### config.mk
export PLATFORM = sky130hd
export DESIGN_NAME = hazard_unit
export DESIGN_NICKNAME = d
export VERILOG_FILES = /design/src/rtl/hazard_unit.sv
export SDC_FILE = /design/constraint.sdc
export NUM_CORES = 1
export LEC_CHECK = 0
export CAP_MARGIN = 10
export CORE_UTILIZATION = 41
export DETAILED_ROUTE_END_ITERATION = 6
export PLACE_DENSITY_LB_ADDON = 0.2
export SLEW_MARGIN = 15
export SYNTH_ARGS = -nofsm -noshare
export SYNTH_HDL_FRONTEND = slang
export SYNTH_SLANG_ARGS = --single-unit
### constraint.sdc
create_clock -name clk -period 5.35 [get_ports clk]
set_input_delay 1.07 -clock clk [delete_from_list [all_inputs] [get_ports clk]]
set_output_delay 1.07 -clock clk [all_outputs]
set_load 0.005 [all_outputs]
### src/rtl/hazard_unit.sv
// Hazard detection, forwarding and divider-occupancy sequencing for the 5-stage MIPS core.
// Optional stall-cycle counter on output stallcnt is enabled by defining HAZARD_STALL_CNT_EN.
module hazard_unit #(
  parameter int DIV_CYCLES = 32,
  parameter int CNT_W      = 8
) (
  input  logic        clk,
  input  logic        rst,
  input  logic [4:0]  rsD,
  input  logic [4:0]  rtD,
  input  logic        branchD,
  input  logic        jrD,
  input  logic [4:0]  rsE,
  input  logic [4:0]  rtE,
  input  logic [4:0]  writeregE,
  input  logic        regwriteE,
  input  logic        memtoregE,
  input  logic        divE,
  input  logic [4:0]  writeregM,
  input  logic        regwriteM,
  input  logic        memtoregM,
  input  logic [4:0]  writeregW,
  input  logic        regwriteW,
  output logic        stallF,
  output logic        stallD,
  output logic        stallE,
  output logic        flushE,
  output logic        forwardaD,
  output logic        forwardbD,
  output logic [1:0]  forwardaE,
  output logic [1:0]  forwardbE,
  output logic        divbusy,
  output logic        divdoneE,
  output logic [31:0] stallcnt
);

  typedef enum logic {IDLE, BUSY} div_state_e;

  div_state_e       state_q, state_d;
  logic [CNT_W-1:0] cnt_q, cnt_d;
  logic             divstall, divdone, lwstall, branchstall;

  // $0 is hardwired to zero, so it never creates a dependency.
  function automatic logic reg_match(input logic [4:0] src, input logic [4:0] dst);
    return (src != 5'd0) && (src == dst);
  endfunction

  function automatic logic [1:0] fwd_sel(input logic [4:0] src);
    if (regwriteM && reg_match(src, writeregM))      return 2'b10;
    else if (regwriteW && reg_match(src, writeregW)) return 2'b01;
    else                                             return 2'b00;
  endfunction

  always_ff @(posedge clk) begin
    if (rst) begin
      state_q <= IDLE;
      cnt_q   <= '0;
    end else begin
      state_q <= state_d;
      cnt_q   <= cnt_d;
    end
  end

  always_comb begin
    state_d  = state_q;
    cnt_d    = cnt_q;
    divstall = 1'b0;
    divdone  = 1'b0;
    case (state_q)
      IDLE: begin
        if (divE) begin
          divstall = 1'b1;
          state_d  = BUSY;
          cnt_d    = CNT_W'(DIV_CYCLES - 1);
        end
      end
      BUSY: begin
        if (cnt_q != '0) begin
          divstall = 1'b1;
          cnt_d    = cnt_q - CNT_W'(1);
        end else begin
          divdone  = 1'b1;
          state_d  = IDLE;
        end
      end
      default: state_d = IDLE;
    endcase
  end

  always_comb begin
    lwstall = memtoregE && (reg_match(rsD, rtE) || reg_match(rtD, rtE));
    branchstall =
      (branchD && ((regwriteE && (reg_match(rsD, writeregE) || reg_match(rtD, writeregE))) ||
                   (memtoregM && (reg_match(rsD, writeregM) || reg_match(rtD, writeregM))))) ||
      (jrD && ((regwriteE && reg_match(rsD, writeregE)) ||
               (memtoregM && reg_match(rsD, writeregM))));
  end

  // Every hazard output is held inactive while reset is asserted.
  always_comb begin
    stallF    = ~rst & (lwstall | branchstall | divstall);
    stallD    = stallF;
    stallE    = ~rst & divstall;
    flushE    = ~rst & (lwstall | branchstall) & ~divstall;
    forwardaD = ~rst & regwriteM & reg_match(rsD, writeregM);
    forwardbD = ~rst & regwriteM & reg_match(rtD, writeregM);
    forwardaE = rst ? 2'b00 : fwd_sel(rsE);
    forwardbE = rst ? 2'b00 : fwd_sel(rtE);
    divbusy   = ~rst & (state_q == BUSY);
    divdoneE  = ~rst & divdone;
  end

`ifdef HAZARD_STALL_CNT_EN
  logic [31:0] stallcnt_q;

  always_ff @(posedge clk) begin
    if (rst)         stallcnt_q <= '0;
    else if (stallF) stallcnt_q <= stallcnt_q + 32'd1;
  end

  assign stallcnt = stallcnt_q;
`else
  assign stallcnt = 32'd0;
`endif

endmodule

==> impl_metrics.ini, run 1 <==
[die]
die-area_um2 = 3760
io_pins = 89
die_w_um = 61.3
die-height_um = 61.3
core-area_um2 = 3360
start_util = 0.429
num_rows = 21

[critical_path]
path_max_fanout = 4
crit_path_end_kind = output port
critPathLaunchType = input port
critPathMaxStageDelay_ns = 0.54
worstPathRequired_ns = 4.28
rrSetupSlack_ns = 3.51
crit_type = input port to output port
crit_path_cell_trace = clkdlybuf4s50_1, or4_1, nor2_1, nor4_1, o21ai_0, a41oi_1, clkdlybuf4s50_1
cp_common_cell = clkdlybuf4s50_1
path_buf_inv = 2
worst_path_max_delay_cell = or4_1
arrival_ns = 3.30
crit_family = buffers and inverters

[global_route]
grt_max_degree = 19
grt_pass1_vias = 1220
antenna_found_initial = 0
overflow = 0
grt_util_all_layers = 0.184
grt_pass1_wl_um = 5160

[logic_synthesis]
synth_edf_count = 0
synth_top_family_by_area = XOR/XNOR gates
netlist_instances = 188
ys.flop_type = dfxtp_1
yosys.area_share.xor_xnor = 0.328
synth_top_area_frac = 0.212
ys_types = 35
synth-compound-area-share = 0.0755
syn_area_per_cell_um2 = 7.67
synth_simple_gate_area_frac = 0.244
synth_seq_cells = 9
synthMuxAreaShare = 0.00781
synth-adder-area-share = 0.0173
synth_area_leader_cell = xnor2_1
ys_seq_area_frac = 0.125
synth_area_um2 = 1440
ys_async_sr_fraction = 0
ys_warn_count = 0
synthTopCellsByArea = xnor2_1, buf_4, dfxtp_1

[pwr]
max-vdd-ir-drop_mv = 0.0504
p_per_area_nw_per_um2 = 144
p_leak_nw = 0.703

[sta]
rsz0062_at_grt = no
fin_ws_ns = 0.979
slew_violations = 0
hold_violations = 0
finalSetupViolCount = 0
post-route-min-period_ns = 4.37
tns_ns = 0
skew_ns = 0.00137
finalCritPeriodShare = 0.817
max_freq_ghz = 0.229

[cells_and_area]
final_nets = 287
final_area_um2 = 1930
fill_cells = 327
diodes = 0
stdcell_count = 285
final_core_util = 0.575
final_cell_mix = clkdlybuf4s50_1, xnor2_1, conb_1
area_growth_pct = 34.0
final_common_cell = clkdlybuf4s50_1
drive_gt1_frac = 0.0335

[cts]
clockBufferDepth = 2
postCtsSetupRepairBufs = 0
ctsHoldBuffers = 0
root_buffer = clkbuf_4
clk_latency_ns = 0.27
cts.htree.levels = 1
path_clk_slew_ns = 0.06
cts.sinks = 9
ctsResizeCount = 0
cts_tree = yes
cts_made_buffers = 3

[placed_design]
place_congestion = 0.796
post-place-ws_ns = 0.960
dp_hpwl_um = 2680
portBuffers = 56
dpl.cell_count = 281
dpl_cell_area_um2 = 1910

[detailed_routing]
drt-initial-drc-count = 63
vias = 1320
wl_per_cell_um = 11.1
first_pass_iters = 4
routed_via_density = 4.63
wl_um = 3160
antenna_left = 0
drc = 0

[hold_path]
min_path_type = flip-flop to flip-flop

[run_status]
status = complete, no violations

[run]
maxCapViolations = 0
==> stage by stage <==
| stage | hold WS, ns | power, mW |
|---|---|---|
| after global routing | 0.549 | 0.301 |
| after floorplan | 0.467 | 0.180 |
| final | 0.507 | 0.278 |
| after CTS | 0.509 | 0.280 |
| after detailed placement | 0.495 | 0.225 |
| after global placement | 0.491 | 0.223 |
==> kinds of logic (layout without fill, tap and decap cells) <==
family,after synthesis,after routing
DFF,9,9
and+or+nand+nor,62,62
other,1,32
adders and majority gates,2,2
xor gates and xnor gates,54,54
buffers and inverters,44,64
AOI/OAI and AO/OA,15,15
muxes,1,1
==> flip-flops by register name, indices dropped and copies added, names as in the netlist <==
register	count
cnt_q	8
state_q	1
==> synthesized netlist by cell type, types with 2 or more instances <==
cell type,instances
nand4_1,5
nor3_1,7
ha_1,2
a21oi_1,4
nand2b_1,2
nand2_1,6
inv_1,3
nand3_1,3
xor2_1,19
nor2b_1,5
dfxtp_1,9
xnor2_1,35
nor4b_1,2
nor2_1,13
and3_1,2
nor4_1,9
a211oi_1,2
clkbuf_1,7
or4_1,5
buf_4,33
==> routing by layer <==
layer  GRT usage  share of wire  vias up
met5           0              0        -
met1       0.231           0.44      587
met3      0.0189          0.048        4
li1            -              -      681
met2       0.332           0.50       48
met4      0.0487         0.0085        0
==> power by group <==
group | switching [mW] | total, mW | internal [mW]
clock | 0.0255 | 0.0543 | 0.0289
sequential | 0.00774 | 0.0817 | 0.0740
combinational | 0.0648 | 0.142 | 0.0768
==> path summary, 6_finish.rpt <==
check	start	endpoint	depth (start not counted)
worst max register to register	cnt_q[0]$_SDFFE_PP0P_	cnt_q[7]$_SDFFE_PP0P_	7
worst max-delay path	rsD[1]	stallD	7
worst min register to register	cnt_q[0]$_SDFFE_PP0P_	cnt_q[0]$_SDFFE_PP0P_	1
worst min-delay path	cnt_q[0]$_SDFFE_PP0P_	cnt_q[0]$_SDFFE_PP0P_	1
==> layout make-up <==
class                   count  area, um^2  area share
clock buffers               4        26.3      0.0136
multi-input cells         166        1090       0.564
well taps                  46        57.6      0.0298
flip-flops and latches      9         180      0.0932
repair buffers             57         568       0.294
inverters                   3        11.3     0.00583
(Power assumes the default switching activity.)
==> run 2: changes to the inputs <==
--- a/config.mk
+++ b/config.mk
@@ -6,7 +6,7 @@
 export NUM_CORES = 1
 export LEC_CHECK = 0
 export CAP_MARGIN = 10
-export CORE_UTILIZATION = 41
+export CORE_UTILIZATION = 34
 export DETAILED_ROUTE_END_ITERATION = 6
 export PLACE_DENSITY_LB_ADDON = 0.2
 export SLEW_MARGIN = 15
==> constraint.sdc (replaced) <==
create_clock -name clk -period 4 [get_ports clk]
set_input_delay 0.8 -clock clk [delete_from_list [all_inputs] [get_ports clk]]
set_output_delay 0.8 -clock clk [all_outputs]
set_load 0.005 [all_outputs]
==> run 2 against run 1 <==
Net effect:
- setup slack got worse by 0.81 ns
- largest cell class unchanged
- wire length rose by 6.7%
- via count rose by 2.4%
- critical path depth did not move
- combinational power rose by 37%
- power rose by 49%
- register-to-register slack got worse by 1.3 ns
- count of clock-buffer cells in the layout did not move
==> impl_metrics.ini, run 2 (synthesis results as in run 1) <==
[global_route]
overflow = 0
grt_util_all_layers = 0.165
antenna_found_initial = 0
grt_pass1_wl_um = 5600
grt_max_degree = 15
grt_pass1_vias = 1270

[critical_path]
crit_path_end_kind = output port
path_max_fanout = 4
worstPathRequired_ns = 3.20
critPathLaunchType = input port
rrSetupSlack_ns = 2.18
ff2ff_path_depth = 7
crit_type = input port to output port
arrival_ns = 3.03

[cells_and_area]
area_growth_pct = 39.3
largest-register = cnt_q
fill_cells = 410
diodes = 0
final_nets = 294
multi_input_area_um2 = 1090
drive_gt1_frac = 0.0610
largest_register_ffs = 8
final_cell_mix = clkdlybuf4s50_1, xnor2_1, conb_1
reg_top3 = cnt_q (8), state_q (1)
final_common_cell = clkdlybuf4s50_1
regArea_um2 = 180
final_area_um2 = 2010
final_core_util = 0.499

[pwr]
power_mw = 0.412
p_leak_nw = 0.745
swShare = 0.329
p_comb_frac = 0.472
sequentialPowerShare = 0.266
p_sw_mw = 0.136
max-vdd-ir-drop_mv = 0.0669
clkPwrFrac = 0.261
p_per_area_nw_per_um2 = 205
internal_power_mw = 0.277

[die]
die_w_um = 67.1
core-area_um2 = 4030
start_util = 0.358
die-area_um2 = 4510
num_rows = 23
io_pins = 89
die-height_um = 67.1

[placed_design]
dpl_cell_area_um2 = 1960
place_congestion = 0.851
dp_hpwl_um = 2920
portBuffers = 56

[cts]
cts_tree = yes
cts_made_buffers = 3
cts.htree.levels = 1
clk_latency_ns = 0.24
clockBufferDepth = 2
path_clk_slew_ns = 0.04
cts.sinks = 9
ctsHoldBuffers = 0
root_buffer = clkbuf_8
postCtsSetupRepairBufs = 0
ctsResizeCount = 0

[hold_path]
min_path_type = flip-flop to flip-flop
min_path_cells = 1

[detailed_routing]
wl_per_cell_um = 11.4
drt-initial-drc-count = 38
vias = 1352
drc = 0
first_pass_iters = 4
wl_um = 3370
antenna_left = 0
routed_via_density = 4.57

[sta]
hold_violations = 0
max_freq_ghz = 0.261
slew_violations = 0
post-route-min-period_ns = 3.83
finalSetupViolCount = 0
skew_ns = 0.000848
finalCritPeriodShare = 0.957
rsz0062_at_grt = no
tns_ns = 0

[run]
maxCapViolations = 0

[run_status]
status = complete, no violations
run 2: metrics by stage:
| stage | hold WS [ns] | std cells | setup WS [ns] |
|---|---|---|---|
| final | 0.505 | 296 | 0.171 |
| after global routing | 0.533 | 296 | 0.0280 |
| after CTS | 0.510 | 296 | 0.157 |
| after detailed placement | 0.501 | 292 | 0.157 |
| after global placement | 0.498 | 292 | 0.224 |
| after floorplan | 0.467 | 219 | 1.11 |
run 2: worst paths after layout:
path                                 to                   from
hold reg to reg   cnt_q[0]$_SDFFE_PP0P_  cnt_q[0]$_SDFFE_PP0P_
setup / recovery                 stallF                 rsD[4]
hold / removal    cnt_q[0]$_SDFFE_PP0P_  cnt_q[0]$_SDFFE_PP0P_
setup reg to reg  cnt_q[7]$_SDFFE_PP0P_  cnt_q[0]$_SDFFE_PP0P_
run 2: layer usage:
| layer | GRT usage | vias to the layer above | part of all wire |
|---|---|---|---|
| li1 | - | 698 | - |
| met1 | 0.197 | 601 | 0.43 |
| met2 | 0.291 | 48 | 0.51 |
| met3 | 0.0169 | 5 | 0.043 |
| met4 | 0.0798 | 0 | 0.019 |
| met5 | 0 | - | 0 |
run 2: area by class of cell:
type                       count  area share
multi-input combinational    166       0.542
timing repair buffer          64       0.309
sequential                     9      0.0897
tap                           50      0.0311
clock buffer                   4      0.0224
inverter                       3     0.00560
run 2: worst max-delay path: stages:
cell and delay [ns]:
clkdlybuf4s50_1 0.52, or4_1 0.44, nor2_1 0.27, nor4_1 0.10
o21ai_0 0.25, a41oi_1 0.18, clkdlybuf4s50_1 0.47
run 2: power by group through the flow:
| stage | Sequential [mW] | Clock (mW) | Combinational [mW] |
|---|---|---|---|
| 3_5_place_dp | 0.111 | 0 | 0.195 |
| 5_1_grt | 0.111 | 0.118 | 0.218 |
| 6_report | 0.110 | 0.108 | 0.195 |
| 3_3_place_gp | 0.111 | 0 | 0.194 |
| 2_1_floorplan | 0.109 | 0 | 0.132 |
| 4_1_cts | 0.110 | 0.113 | 0.196 |
